<file path="src/rtl/shift_deserializer.sv">
// LSB-first serial-to-parallel receiver with a valid/ready output port.
// A frame completes on the WIDTH-th strobe. If the output slot cannot take the word, it is dropped and overrun is set.
module shift_deserializer #(
    parameter int WIDTH = 8
) (
    input  logic             clk,
    input  logic             shift_rst,
    input  logic             start,
    input  logic             bit_en,
    input  logic             ser_in,
    input  logic             abort,
    input  logic             out_ready,
    input  logic             clr_ovr,
    output logic [WIDTH-1:0] data_out,
    output logic             out_valid,
    output logic             busy,
    output logic             overrun
);
    localparam int CW = $clog2(WIDTH);

    typedef enum logic {IDLE, SHIFT} state_t;

    state_t           state;
    logic [CW-1:0]    cnt;
    logic [WIDTH-1:0] sreg;
    logic [WIDTH-1:0] word;
    logic             done;
    logic             take;

    assign word = {ser_in, sreg[WIDTH-1:1]};
    assign done = (state == SHIFT) && !abort && bit_en && (cnt == CW'(WIDTH - 1));
    // A completing frame may reuse the slot when the consumer empties it in the same cycle.
    assign take = done && (!out_valid || out_ready);

    always_ff @(posedge clk or posedge shift_rst) begin
        if (shift_rst) begin
            state     <= IDLE;
            cnt       <= '0;
            sreg      <= '0;
            data_out  <= '0;
            out_valid <= 1'b0;
            busy      <= 1'b0;
            overrun   <= 1'b0;
        end else begin
            case (state)
                IDLE: begin
                    if (start) begin
                        state <= SHIFT;
                        busy  <= 1'b1;
                        cnt   <= '0;
                        sreg  <= '0;
                    end
                end
                SHIFT: begin
                    if (abort) begin
                        state <= IDLE;
                        busy  <= 1'b0;
                        cnt   <= '0;
                        sreg  <= '0;
                    end else if (bit_en) begin
                        sreg <= word;
                        if (done) begin
                            state <= IDLE;
                            busy  <= 1'b0;
                            cnt   <= '0;
                        end else begin
                            cnt <= cnt + 1'b1;
                        end
                    end
                end
                default: begin
                    state <= IDLE;
                    busy  <= 1'b0;
                end
            endcase

            if (take) begin
                data_out  <= word;
                out_valid <= 1'b1;
            end else if (out_valid && out_ready) begin
                out_valid <= 1'b0;
            end

            // Set wins over clear.
            if (done && !take)
                overrun <= 1'b1;
            else if (clr_ovr)
                overrun <= 1'b0;
        end
    end
endmodule

</file>
<file path="config.mk">
export PLATFORM = sky130hd
export DESIGN_NAME = shift_deserializer
export DESIGN_NICKNAME = d
export VERILOG_FILES = /design/src/rtl/shift_deserializer.sv
export SDC_FILE = /design/constraint.sdc
export NUM_CORES = 1
export LEC_CHECK = 0
export ABC_AREA = 1
export CAP_MARGIN = 20
export CORE_ASPECT_RATIO = 0.9
export CORE_MARGIN = 2
export CORE_UTILIZATION = 53
export CTS_BUF_LIST = sky130_fd_sc_hd__clkbuf_8
export DETAILED_ROUTE_END_ITERATION = 8
export PLACE_DENSITY = 0.81
export SYNTH_ARGS = -nofsm -noshare
export SYNTH_HDL_FRONTEND = slang
export SYNTH_SLANG_ARGS = --single-unit
</file>
<file path="constraint.sdc">
create_clock -name clk -period 1.6 [get_ports clk]
set_clock_uncertainty 0.2 [all_clocks]
set_input_delay 0.32 -clock clk [delete_from_list [all_inputs] [get_ports clk]]
set_output_delay 0.32 -clock clk [all_outputs]
set_load 0.01 [all_outputs]
</file>
==> flow_summary_export.csv <==
group,metric,value,unit
worst_setup_path,crit_path_cell_trace,"ha_2 > ha_2 > nand2_4 > buf_4 > nand3_4 > nor2_2 > nand2_1 > nand2_1",
clock_network,clockRootBuffer,"clkbuf_8",
finish,final_layout_size_suffix_gt1_share,20.0,%
clock_network,cts_buffer_depth,2,
synth,syn-num-nets,120,
floorplanning,core-area,0.00186,mm^2
synth,synthTopCellsByArea,"dfrtp_1 (54%), nand2_1 (13%), nand3_1 (8.8%)",
floorplanning,io_pins,19,
power_and_ir_drop,leakage,0.767,nW
sta,drv_slew,0,
routing,dr.pass1.iters,4,
synth,yosysUniqueCellTypes,18,
sta,fin_setup_tns,0,ns
worst_setup_path,max_stage_delay,0.39,ns
floorplanning,dieWidth,50.2,um
synth,syn-cell-area,0.00102,mm^2
worst_setup_path,worstPathRequired,1.61,ns
sta,setup_violations,0,
clock_network,cts_buffers,3,
power_and_ir_drop,power.total,1.16,mW
worst_setup_path,crit_path_max_fanout,3,
synth,netlist_instances,110,
synth,yosysMostFrequentCell,"nand2_1",
sta,tightest_slew,0.272,ns
worst_setup_path,cp_slowest_cell,"dfrtp_1",
sta,relSlewSlack,81.9,%
placed_design,place.gp.congestion,0.892,
job,cap_violations,0,
clock_network,clkLatencyLatePin,0.27,ns
floorplanning,die-area,0.00229,mm^2
routing,drtIter0Drc,26,
finish,diodes,0,
global_route,overflow,0,
routing,routed_via_density,5.16,
worst_setup_path,critPathCaptureType,"flop",
routing,vias,852,
routing,drc_errors,0,
synth,yosysWarnings,0,
worst_setup_path,crit_buf_inv,1,
worst_setup_path,path_delay_family,"flip-flops",
placed_design,dp_hpwl,1570,um
routing,final_antenna_net_count,0,
worst_setup_path,critPathLaunchType,"flop",
finish,final_util,72.7,%
routing,highest_layer,"met4",
synth,synth_common_cells,"nand2_1 (34), dfrtp_1 (22), nand3_1 (18)",
routing,finalWirelength,2130,um
synth,yosysTopAreaCell,"dfrtp_1",
routing,met3_length,143,um
sta,max_freq,0.651,GHz
floorplanning,initial_core_util,54.8,%
global_route,grt_max_degree,23,
worst_setup_path,criticalPathCategory,"reg2reg",
floorplanning,die_y,45.6,um
min_path,worst_hold_path_type,"in2async",
global_route,antenna_found_initial,0,
clock_network,clock-sinks,22,
synth,ys_seq_area_share,54.1,%
worst_setup_path,arrival,1.54,ns
global_route,grtUsageTotal,23.0,%
power_and_ir_drop,power_density,859,mW/mm^2
routing,wl_met2,1040,um
clock_network,cts.clk_slew.worst_paths,0.07,ns
placed_design,io_buffers,18,
global_route,grt_pass1_wl,3680,um
synth,ys_ff_latch,22,
global_route,grt_pass1_vias,821,
clock_network,cts_tree,"built",
synth,ys.flop_type,"dfrtp_1",
synth,postSynth.asyncResetShare,100,%
synth,synth_top_cell_area_share,54.1,%
finish,stdcell_count,165,
sta,hold_violations,0,
finish,syn_to_final_growth,32.7,%
routing,wl_met1,878,um
synth,synth_edf_count,0,
status,status,"completed",
power_and_ir_drop,peakVddDrop,0.789,mV
sta,fin_crit_sh,96.1,%
routing,wire_per_inst,12.9,um
placed_design,place_inst,159,
finish,layout.nets,151,
floorplanning,rows,15,
finish,n_fill_cell,141,
synth,avgSynthCellArea,9.26,um^2
clock_network,htreeDepth,1,
sta,period_needed,1.54,ns
-- metrics by stage --
stage / hold WS [ns] / instance area (um^2) / setup WS (ns)
floorplan: 0.109 / 1020 / 0.171
global placement: 0.258 / 1270 / -0.110
detailed placement: 0.258 / 1270 / -0.147
CTS: 0.199 / 1310 / 0.0338
global route: 0.240 / 1350 / -0.0228
finish: 0.188 / 1350 / 0.0631
-- timing repair --
item | CTS | global route
pin swaps | 0 | 2
setup endpoints to repair | 12 | 10
buffers inserted | 0 | 2
gates resized for setup | 12 | 3
hold buffers | 0 | 0
-- cell usage in the layout (no fill, tap or decap) --
| cell | instances |
|---|---|
| buf_4 | 11 |
| nand3_1 | 18 |
| nor2_2 | 1 |
| nand3_4 | 1 |
| nor2_8 | 1 |
| clkbuf_8 | 4 |
| o21ai_2 | 1 |
| nand2_4 | 2 |
| or2_1 | 1 |
| o21ai_1 | 2 |
| dlygate4sd2_1 | 11 |
| clkdlybuf4s50_1 | 7 |
| inv_2 | 1 |
| nand2_1 | 34 |
| inv_1 | 7 |
| nand2_2 | 2 |
| nand4_1 | 8 |
| nor2_1 | 2 |
| buf_12 | 1 |
| dfrtp_1 | 22 |
| inv_4 | 1 |
| ha_2 | 2 |
-- final timing paths --
kind	cells past startpoint	startpoint	slack (ns)	end
worst max-delay path	8	cnt[0]	0.06	cnt[0]
worst min-delay path	3	shift_rst	0.19	data_out[5]
worst max register to register	8	cnt[0]	0.06	cnt[0]
worst min register to register	2	busy	0.27	busy
max in group asynchronous	3	shift_rst	0.79	data_out[7]
min in group clk	2	busy	0.27	busy
-- tightest hold or removal path, cell delays in order --
cell	delay [ns]
clkdlybuf4s50_1	0.39
inv_1	0.06
buf_4	0.27
-- cells by family after synthesis --
family	Yosys count	share of synthesized area (%)
simple gates	70	34.4
compound gates	3	1.84
buf+inv	13	7.25
flops	22	54.1
fa+ha+maj	2	2.46
-- where the power goes --
part           internal (mW)  switching, mW
combinational         0.0777         0.0922
clock                  0.220          0.179
sequential             0.575         0.0173
total                  0.873          0.288
-- final cells by class --
cell class	instances	area (um^2)	area share [%]
multi-input combinational	75	409	30.3
sequential	22	551	40.7
timing repair buffer	30	269	19.9
clock buffer	4	55.1	4.07
inverter	9	36.3	2.69
tap	25	31.3	2.31
-- sequential cells by signal, indices dropped and copies added (netlist names) --
name,flops
data_out,8
busy,1
out_valid,1
state,1
cnt,3
overrun,1
sreg,7
-- metal layers --
| metal | vias to the layer above | global-route usage, % |
|---|---|---|
| li1 | 424 | - |
| met1 | 393 | 27.0 |
| met2 | 28 | 36.3 |
| met3 | 7 | 9.21 |
| met4 | 0 | 12.8 |
| met5 | - | 0 |
Note: power is estimated with default switching activity, not from simulation.
